`src/rtl/beta_pkg.sv`:
```
// rtl/beta_pkg.sv - shared types and constants for the beta memory arbiter
// Contents: arbiter FSM states, requester port ids, fetch strobe, starve counter ceiling.
package beta_pkg;

  typedef enum logic [1:0] {
    ARB_IDLE,
    ARB_REQ,
    ARB_RESP
  } arb_state_t;

  typedef enum logic [1:0] {
    ARB_PORT_INSTR = 2'd0,
    ARB_PORT_RDATA = 2'd1,
    ARB_PORT_WDATA = 2'd2
  } arb_port_e;

  // Wide enough for any supported data width; users slice off DataWidth/8 bits.
  localparam int unsigned ARB_MAX_STRB_W = 64;
  localparam logic [ARB_MAX_STRB_W-1:0] ARB_FETCH_STRB = '1;

  // Saturation value of the 4-bit fetch starvation counter.
  localparam logic [3:0] ARB_STARVE_MAX = 4'hF;

endpackage

```
`src/rtl/beta_arb_prio.sv`:
```
// rtl/beta_arb_prio.sv - winner select with bounded fetch starvation
// Ports:
//   clk_i, rst_i        clock, synchronous active-high reset
//   instr_req_i         fetch request pending
//   rdata_req_i         load request pending
//   wdata_req_i         store request pending
//   latch_i             arbitration happens this cycle (winner is taken)
//   winner_o            port that wins if latch_i is high
module beta_arb_prio
  import beta_pkg::*;
#(
  parameter int unsigned StarveLimit = 4
) (
  input  logic      clk_i,
  input  logic      rst_i,
  input  logic      instr_req_i,
  input  logic      rdata_req_i,
  input  logic      wdata_req_i,
  input  logic      latch_i,
  output arb_port_e winner_o
);

  localparam logic [3:0] StarveLimitW = 4'(StarveLimit);

  logic [3:0] starve_cnt_q;
  logic [3:0] starve_cnt_d;

  // A waiting fetch that has been passed over StarveLimit times overrides
  // the fixed write > read > fetch order.
  always_comb begin
    winner_o = ARB_PORT_INSTR;
    if (instr_req_i && (starve_cnt_q == StarveLimitW)) begin
      winner_o = ARB_PORT_INSTR;
    end else if (wdata_req_i) begin
      winner_o = ARB_PORT_WDATA;
    end else if (rdata_req_i) begin
      winner_o = ARB_PORT_RDATA;
    end
  end

  always_comb begin
    starve_cnt_d = starve_cnt_q;
    if (latch_i) begin
      if ((winner_o != ARB_PORT_INSTR) && instr_req_i) begin
        starve_cnt_d = (starve_cnt_q == ARB_STARVE_MAX) ? starve_cnt_q : starve_cnt_q + 4'd1;
      end else begin
        starve_cnt_d = 4'd0;
      end
    end
  end

  always_ff @(posedge clk_i) begin
    if (rst_i) begin
      starve_cnt_q <= 4'd0;
    end else begin
      starve_cnt_q <= starve_cnt_d;
    end
  end

endmodule

```
`src/rtl/beta_mem_arbiter.sv`:
```
// rtl/beta_mem_arbiter.sv - merges fetch, load and store ports onto one memory bus
// Ports:
//   clk_i, rst_i                         clock, synchronous active-high reset
//   instr_req_i/addr_i, ready/valid/rdata  fetch port
//   rdata_req_i/addr_i/strb_i, ready/valid/data  load port
//   wdata_req_i/addr_i/data_i/strb_i, ready/valid  store port
//   mem_req_o/we_o/addr_o/wdata_o/strb_o  bus request and payload
//   mem_ready_i                          bus accepts the request
//   mem_valid_i/rdata_i                  bus response
//   busy_o                               a transaction is in flight
module beta_mem_arbiter
  import beta_pkg::*;
#(
  parameter int unsigned DataWidth    = 32,
  parameter int unsigned AddressWidth = 32,
  parameter int unsigned StarveLimit  = 4
) (
  input  logic                    clk_i,
  input  logic                    rst_i,
  input  logic                    instr_req_i,
  input  logic [AddressWidth-1:0] instr_addr_i,
  output logic                    instr_ready_o,
  output logic                    instr_valid_o,
  output logic [DataWidth-1:0]    instr_rdata_o,
  input  logic                    rdata_req_i,
  input  logic [AddressWidth-1:0] rdata_addr_i,
  input  logic [DataWidth/8-1:0]  rdata_strb_i,
  output logic                    rdata_ready_o,
  output logic                    rdata_valid_o,
  output logic [DataWidth-1:0]    rdata_data_o,
  input  logic                    wdata_req_i,
  input  logic [AddressWidth-1:0] wdata_addr_i,
  input  logic [DataWidth-1:0]    wdata_data_i,
  input  logic [DataWidth/8-1:0]  wdata_strb_i,
  output logic                    wdata_ready_o,
  output logic                    wdata_valid_o,
  output logic                    mem_req_o,
  output logic                    mem_we_o,
  output logic [AddressWidth-1:0] mem_addr_o,
  output logic [DataWidth-1:0]    mem_wdata_o,
  output logic [DataWidth/8-1:0]  mem_strb_o,
  input  logic                    mem_ready_i,
  input  logic                    mem_valid_i,
  input  logic [DataWidth-1:0]    mem_rdata_i,
  output logic                    busy_o
);

  localparam int unsigned StrbWidth = DataWidth / 8;

  arb_state_t                  state_q, state_d;
  arb_port_e                   port_q, port_d;
  logic [AddressWidth-1:0]     addr_q, addr_d;
  logic [DataWidth-1:0]        wdata_q, wdata_d;
  logic [StrbWidth-1:0]        strb_q, strb_d;
  logic                        we_q, we_d;

  arb_port_e winner;
  logic      any_req;
  logic      latch;
  logic      in_req;
  logic      in_resp;

  assign any_req = instr_req_i | rdata_req_i | wdata_req_i;
  assign latch   = (state_q == ARB_IDLE) && any_req;
  assign in_req  = (state_q == ARB_REQ);
  assign in_resp = (state_q == ARB_RESP);

  beta_arb_prio #(
    .StarveLimit(StarveLimit)
  ) u_prio (
    .clk_i      (clk_i),
    .rst_i      (rst_i),
    .instr_req_i(instr_req_i),
    .rdata_req_i(rdata_req_i),
    .wdata_req_i(wdata_req_i),
    .latch_i    (latch),
    .winner_o   (winner)
  );

  always_comb begin
    state_d = state_q;
    port_d  = port_q;
    addr_d  = addr_q;
    wdata_d = wdata_q;
    strb_d  = strb_q;
    we_d    = we_q;
    case (state_q)
      ARB_IDLE: begin
        if (any_req) begin
          state_d = ARB_REQ;
          port_d  = winner;
          case (winner)
            ARB_PORT_WDATA: begin
              addr_d  = wdata_addr_i;
              wdata_d = wdata_data_i;
              strb_d  = wdata_strb_i;
              we_d    = 1'b1;
            end
            ARB_PORT_RDATA: begin
              addr_d  = rdata_addr_i;
              wdata_d = '0;
              strb_d  = rdata_strb_i;
              we_d    = 1'b0;
            end
            default: begin
              addr_d  = instr_addr_i;
              wdata_d = '0;
              strb_d  = ARB_FETCH_STRB[StrbWidth-1:0];
              we_d    = 1'b0;
            end
          endcase
        end
      end
      ARB_REQ:  if (mem_ready_i) state_d = ARB_RESP;
      ARB_RESP: if (mem_valid_i) state_d = ARB_IDLE;
      default:  state_d = ARB_IDLE;
    endcase
  end

  always_ff @(posedge clk_i) begin
    if (rst_i) begin
      state_q <= ARB_IDLE;
      port_q  <= ARB_PORT_INSTR;
      addr_q  <= '0;
      wdata_q <= '0;
      strb_q  <= '0;
      we_q    <= 1'b0;
    end else begin
      state_q <= state_d;
      port_q  <= port_d;
      addr_q  <= addr_d;
      wdata_q <= wdata_d;
      strb_q  <= strb_d;
      we_q    <= we_d;
    end
  end

  // Payload is only presented while requesting so the bus sees zeros otherwise.
  assign mem_req_o   = in_req;
  assign mem_we_o    = in_req & we_q;
  assign mem_addr_o  = in_req ? addr_q : '0;
  assign mem_wdata_o = in_req ? wdata_q : '0;
  assign mem_strb_o  = in_req ? strb_q : '0;

  // Handshakes are gated by state so stray bus strobes never reach a port.
  assign instr_ready_o = in_req & mem_ready_i & (port_q == ARB_PORT_INSTR);
  assign rdata_ready_o = in_req & mem_ready_i & (port_q == ARB_PORT_RDATA);
  assign wdata_ready_o = in_req & mem_ready_i & (port_q == ARB_PORT_WDATA);

  assign instr_valid_o = in_resp & mem_valid_i & (port_q == ARB_PORT_INSTR);
  assign rdata_valid_o = in_resp & mem_valid_i & (port_q == ARB_PORT_RDATA);
  assign wdata_valid_o = in_resp & mem_valid_i & (port_q == ARB_PORT_WDATA);

  assign instr_rdata_o = instr_valid_o ? mem_rdata_i : '0;
  assign rdata_data_o  = rdata_valid_o ? mem_rdata_i : '0;

  assign busy_o = (state_q != ARB_IDLE);

endmodule
```
`config.mk`:
```
export PLATFORM = sky130hd
export DESIGN_NAME = beta_mem_arbiter
export DESIGN_NICKNAME = d
export VERILOG_FILES = /design/src/rtl/beta_pkg.sv /design/src/rtl/beta_arb_prio.sv /design/src/rtl/beta_mem_arbiter.sv
export SDC_FILE = /design/constraint.sdc
export NUM_CORES = 1
export LEC_CHECK = 0
export CAP_MARGIN = 20
export CORE_AREA = 2 2 124 126
export CTS_BUF_LIST = sky130_fd_sc_hd__clkbuf_16
export DETAILED_ROUTE_END_ITERATION = 16
export DIE_AREA = 0 0 126 128
export PLACE_DENSITY = 0.8
export SYNTH_ARGS = -nofsm -noshare
export SYNTH_HDL_FRONTEND = slang
export SYNTH_SLANG_ARGS = --single-unit
```
`constraint.sdc`:
```
create_clock -name clk_i -period 4.84 [get_ports clk_i]
set_input_delay 0.968 -clock clk_i [delete_from_list [all_inputs] [get_ports clk_i]]
set_output_delay 0.968 -clock clk_i [all_outputs]
set_load 0.05 [all_outputs]
```
==> metrics.cfg, run 1 <==
[run_status]
outcome=complete, no violations

[clock_network]
cts.repair.resized=0
clock_path_buffers=2
clkTransAtPathRegs_ps=60
cts_buffers=9
postCtsSetupBuffers=0
cts.sinks=77
insertion_delay_ps=340
cts_hold_buf=0
tritoncts=done
ctsHtreeMaxLevel=3
root_buffer=clkbuf_16

[sta]
setup-tns-final_ps=0
rsz0062_at_grt=false
finalClockSkew_ps=6.99
finalHoldWorstSlack_ps=466
hold_viol_final=0
finalCritPeriodShare_pct=82.1
worst_pin_slew_ps=1050
relSlewSlack_pct=30.2
slew_viol_final=0
setup_viol_count_final=0
finalWorstSetupSlack_ps=867
clock.fmax_mhz=252
period_minus_slack_ps=3970

[grt]
grt_pass1_vias=5190
grt_overflow=0
antenna_found_initial=0
grt_pass1_wl_mm=28.5
grt_max_degree=74
grt_usage_pct=21.9

[final_layout]
areaGrowthSynthToFinish_pct=72.8
fin_nets=1059
multiInputGateArea_sq_mm=0.00289
diodes=0
n_fill_cell=1408
drive_gt1_share_pct=7.81
seqCellArea_sq_mm=0.00154
final_cells=1071

[synth]
yosys_warnings=0
synth_nets=792
netlist.area_leader.share_pct=32.5
avgSynthCellArea_sq_um=7.75
synth.area.top_cells=dfxtp_1, and2_1, nand4_1
synth_top_cells_by_count=and2_1, dfxtp_1, a21oi_1, o21ai_0, nand4_1
syn_area_sq_mm=0.00474
synth_area_leader_cell=dfxtp_1
ys.flop_type=dfxtp_1
yosysUniqueCellTypes=38
synth_cells=612
synth_edf_count=0
ys_async_sr_fraction_pct=0
yosysMostFrequentCell=and2_1
ys_seq_area_share_pct=32.5
synth_seq_cells=77

[routing]
wl_per_cell_um=17.1
drtAntennaViolNets=0
vias=5578
viasPerCell=5.21
drt_iter0_markers=347
drt_pass1_iterations=5
drc_errors=0
wl_mm=18.3

[worst_hold_path]
hold_path_class=flop to flop

[placed_design]
io_buffers=315
post-dp-hpwl_mm=13.0
dp_cells=1056
dpl_worst_slack_ps=857
place_congestion=0.958

[power_and_ir_drop]
total_power_uw=2040
ir_drop_uv=163
seq_power_share_pct=34.7
p_per_area_mw_per_mm2=249
clockPowerShare_pct=35.2
p_sw_uw=632
power_frac_comb_pct=30.0
leakagePower_uw=0.00301
p_sw_share_pct=31.0
p_int_uw=1410

[floorplan]
start_util_pct=31.9
rows=45
num_io_pins=316
core_area_sq_mm=0.0149
die_x_um=126
die_area_sq_mm=0.0161
chipHeight_um=128

[setup_path]
path_max_fanout=33
required_ps=3870
crit_arrival_ps=3010
crit_path_start_kind=primary input
criticalPathCategory=primary input to output port
worstSetupEndpointType=output port

[flow_run]
drv_cap=0

## worst max-delay path, stage by stage
cell	delay [ps]
clkdlybuf4s50_1	490
nand2b_1	160
nor4_4	160
buf_4	270
and2_1	160
clkdlybuf4s50_1	800
## sequential cells by signal, indices dropped and copies added, names as in the netlist
| register | cells |
|---|---|
| wdata_q | 32 |
| port_q | 2 |
| addr_q | 32 |
| u_prio.starve_cnt_q | 4 |
| we_q | 1 |
| state_q | 2 |
| strb_q | 4 |
## per-stage QoR
stage                     area [sq um]  util (%)
final                             8190      55.1
after CTS                         8190      55.1
after global routing              8190      55.1
after detailed placement          7880      53.0
after global placement            7880      53.0
after floorplan                   4740         -
## cell type report
cell class	count	area share (%)
clock inverters	6	1.07
flip-flops and latches	77	18.8
inverters	9	0.412
multi-input cells	454	35.3
repair buffers	328	38.8
clock buffers	9	2.75
well taps	188	2.87
## cells in the final DEF, fill, tap and decap left out, types with 4 or more instances in the layout
cell type,instances
a211oi_1,7
a21oi_1,72
a221o_1,32
a221oi_1,4
and2_1,134
buf_4,43
clkbuf_16,9
clkdlybuf4s50_1,283
dfxtp_1,77
inv_1,8
nand2_1,4
nand2b_1,35
nand4_1,64
o21ai_0,68
## kinds of logic (layout without fill, tap and decap cells)
group	count (synthesis)	in the layout	synth area share, %
fa+ha+maj	5	5	1.32
buf+inv	81	352	7.10
compound gates	189	189	24.3
simple gates	260	260	34.8
flops	77	77	32.5
## routing by layer
metal / part of all wire [%] / GRT usage [%] / up-vias
li1: - / - / 2739
met1: 41 / 26.2 / 2600
met2: 51 / 38.9 / 211
met3: 5.3 / 3.76 / 28
met4: 3.1 / 8.92 / 0
met5: 0 / 0 / -
## worst paths after layout
kind	slack, ps	startpoint	end	cells past startpoint
worst max-delay path	870	mem_valid_i	instr_rdata_o[24]	6
worst max register to register	2250	u_prio.starve_cnt_q[0]	addr_q[22]	10
worst min register to register	470	wdata_q[18]	wdata_q[18]	2
worst min-delay path	470	wdata_q[18]	wdata_q[18]	2
## power groups by stage
stage	combinational, uW	sequential (uW)	clock (uW)
2_1_floorplan	347	715	0
3_3_place_gp	609	720	0
3_5_place_dp	613	723	0
4_1_cts	615	709	734
5_1_grt	663	715	763
6_report	614	709	720
Power figures use the tool's default switching activity.
==> run 2, diff against run 1 <==
==> constraint.sdc (replaced) <==
create_clock -name clk_i -period 4.05 [get_ports clk_i]
set_input_delay 0.81 -clock clk_i [delete_from_list [all_inputs] [get_ports clk_i]]
set_output_delay 0.81 -clock clk_i [all_outputs]
set_load 0.05 [all_outputs]
==> run 2 against run 1 <==
Worst setup slack got worse by 300 ps. Sequential power increased by 19%. Global-route usage increased by 0.45 points. Non-clock buffer count unchanged. Utilization increased by 4.9 points. Sequential cell count unchanged. Register-to-register slack got worse by 660 ps. Clock power increased by 1%. First-iteration DRC count decreased by 23%.
==> metrics.cfg, run 2 (same netlist as run 1, synthesis figures left out) <==
[run_status]
outcome=complete, no violations  ; unchanged

[final_layout]
areaGrowthSynthToFinish_pct=88.2  ; was 72.8%
final_cell_mix=clkdlybuf4s50_1, and2_1, dfxtp_1  ; unchanged
diodes=0  ; unchanged
final_cells=1072  ; was 1071
final_common_cell=clkdlybuf4s50_1  ; unchanged
reg.largest.list=addr_q x32, wdata_q x32  ; unchanged
fin_nets=1059  ; unchanged
drive_gt1_share_pct=11.9  ; was 7.81%

[grt]
grt_overflow=0  ; unchanged
grt_pass1_vias=5285  ; was 5190
grt_usage_pct=22.3  ; was 21.9%
grt_max_degree=74  ; unchanged
antenna_found_initial=1  ; was 0
grt_pass1_wl_mm=28.8  ; was 28.5 mm

[clock_network]
clkTransAtPathRegs_ps=60  ; about the same
cts.repair.resized=0  ; unchanged
postCtsSetupBuffers=0  ; unchanged
clock_path_buffers=2  ; unchanged
cts_hold_buf=0  ; unchanged
cts_buffers=9  ; unchanged
cts.sinks=77  ; unchanged
tritoncts=done  ; unchanged
insertion_delay_ps=330  ; was 340 ps
ctsHtreeMaxLevel=3  ; unchanged
root_buffer=clkbuf_16  ; unchanged

[power_and_ir_drop]
total_power_uw=2330  ; was 2040 uW
clockPowerShare_pct=31.4  ; was 35.2%
p_sw_uw=752  ; was 632 uW
ir_drop_uv=161  ; was 163 uV
p_int_uw=1580  ; was 1410 uW
p_per_area_mw_per_mm2=261  ; was 249 mW/mm^2
seq_power_share_pct=36.4  ; was 34.7%
p_sw_share_pct=32.3  ; was 31.0%
leakagePower_uw=0.00326  ; was 0.00301 uW
power_frac_comb_pct=32.2  ; was 30.0%

[worst_hold_path]
hold_path_class=flop to flop  ; unchanged

[floorplan]
core_area_sq_mm=0.0149  ; unchanged
chipHeight_um=128  ; unchanged
num_io_pins=316  ; unchanged
start_util_pct=31.9  ; unchanged
rows=45  ; unchanged
die_area_sq_mm=0.0161  ; unchanged
die_x_um=126  ; unchanged

[sta]
relSlewSlack_pct=44.6  ; was 30.2%
hold_viol_final=0  ; unchanged
setup_viol_count_final=0  ; unchanged
clock.fmax_mhz=287
finalCritPeriodShare_pct=85.9
worst_pin_slew_ps=831  ; was 1050 ps
slew_viol_final=0  ; unchanged
rsz0062_at_grt=false  ; unchanged
period_minus_slack_ps=3480
finalWorstSetupSlack_ps=572  ; was 867 ps
setup-tns-final_ps=0  ; unchanged
finalHoldWorstSlack_ps=463  ; was 466 ps
finalClockSkew_ps=8.01  ; was 6.99 ps

[routing]
viasPerCell=5.21  ; about the same
drt_iter0_markers=267  ; was 347
vias=5589  ; was 5578
wl_mm=18.8  ; was 18.3 mm
drtAntennaViolNets=0  ; unchanged
drt_pass1_iterations=4  ; was 5
wl_per_cell_um=17.5  ; was 17.1 um
drc_errors=0  ; unchanged

[setup_path]
criticalPathCategory=flop to output port  ; was primary input to output port
crit_arrival_ps=2670  ; was 3010 ps
required_ps=3240  ; was 3870 ps
worstSetupEndpointType=output port  ; unchanged
crit_path_start_kind=flop  ; was primary input
path_max_fanout=28  ; was 33

[flow_run]
drv_cap=0  ; unchanged

[placed_design]
post-dp-hpwl_mm=14.0  ; was 13.0 mm
dp_cells=1056  ; unchanged
place_congestion=0.867  ; was 0.958
io_buffers=315  ; unchanged
dpl_worst_slack_ps=675  ; was 857 ps

==> run 2: metal layers <==
| metal | global-route usage [%] | vias up | part of all wire (%) |
|---|---|---|---|
| met3 | 3.13 | 44 | 4.9 |
| met5 | 0 | - | 0.069 |
| li1 | - | 2737 | - |
| met2 | 41.9 | 221 | 52 |
| met1 | 25.0 | 2585 | 39 |
| met4 | 10.1 | 2 | 3.7 |
==> run 2: worst paths after layout <==
check	start	to	slack (ps)	depth (start not counted)
worst max-delay path	state_q[0]	wdata_ready_o	570	4
worst min-delay path	wdata_q[1]	wdata_q[1]	460	2
worst max register to register	u_prio.starve_cnt_q[0]	strb_q[0]	1590	9
worst min register to register	wdata_q[1]	wdata_q[1]	460	2
==> run 2: power groups by stage <==
stage	Sequential (uW)	Combinational (uW)	Clock (uW)
after CTS	847	755	748
final	847	751	730
after detailed placement	864	753	0
after floorplan	854	415	0
after global routing	853	808	778
after global placement	861	746	0
==> run 2: area by class of cell <==
cell class                      instances  area [sq um]
Fill cell                            1285          5940
Clock inverter                          7          42.5
Inverter                                9          33.8
Timing Repair Buffer                  328          3960
Multi-Input combinational cell        454          2890
Clock buffer                            9           225
Sequential cell                        77          1540
Tap cell                              188           235
==> run 2: critical path: stages, from the launching register on <==
cell and delay, ps:
dfxtp_1 400, nor2b_4 570, nand2_1 250, nor3b_1 240
clkdlybuf4s50_1 880
==> run 2: per-stage QoR <==
stage | instance area [sq um] | utilization (%)
after floorplan | 4740 | -
after global placement | 8660 | 58.2
after detailed placement | 8660 | 58.2
after CTS | 8920 | 60.0
after global routing | 8920 | 60.0
final | 8920 | 60.0
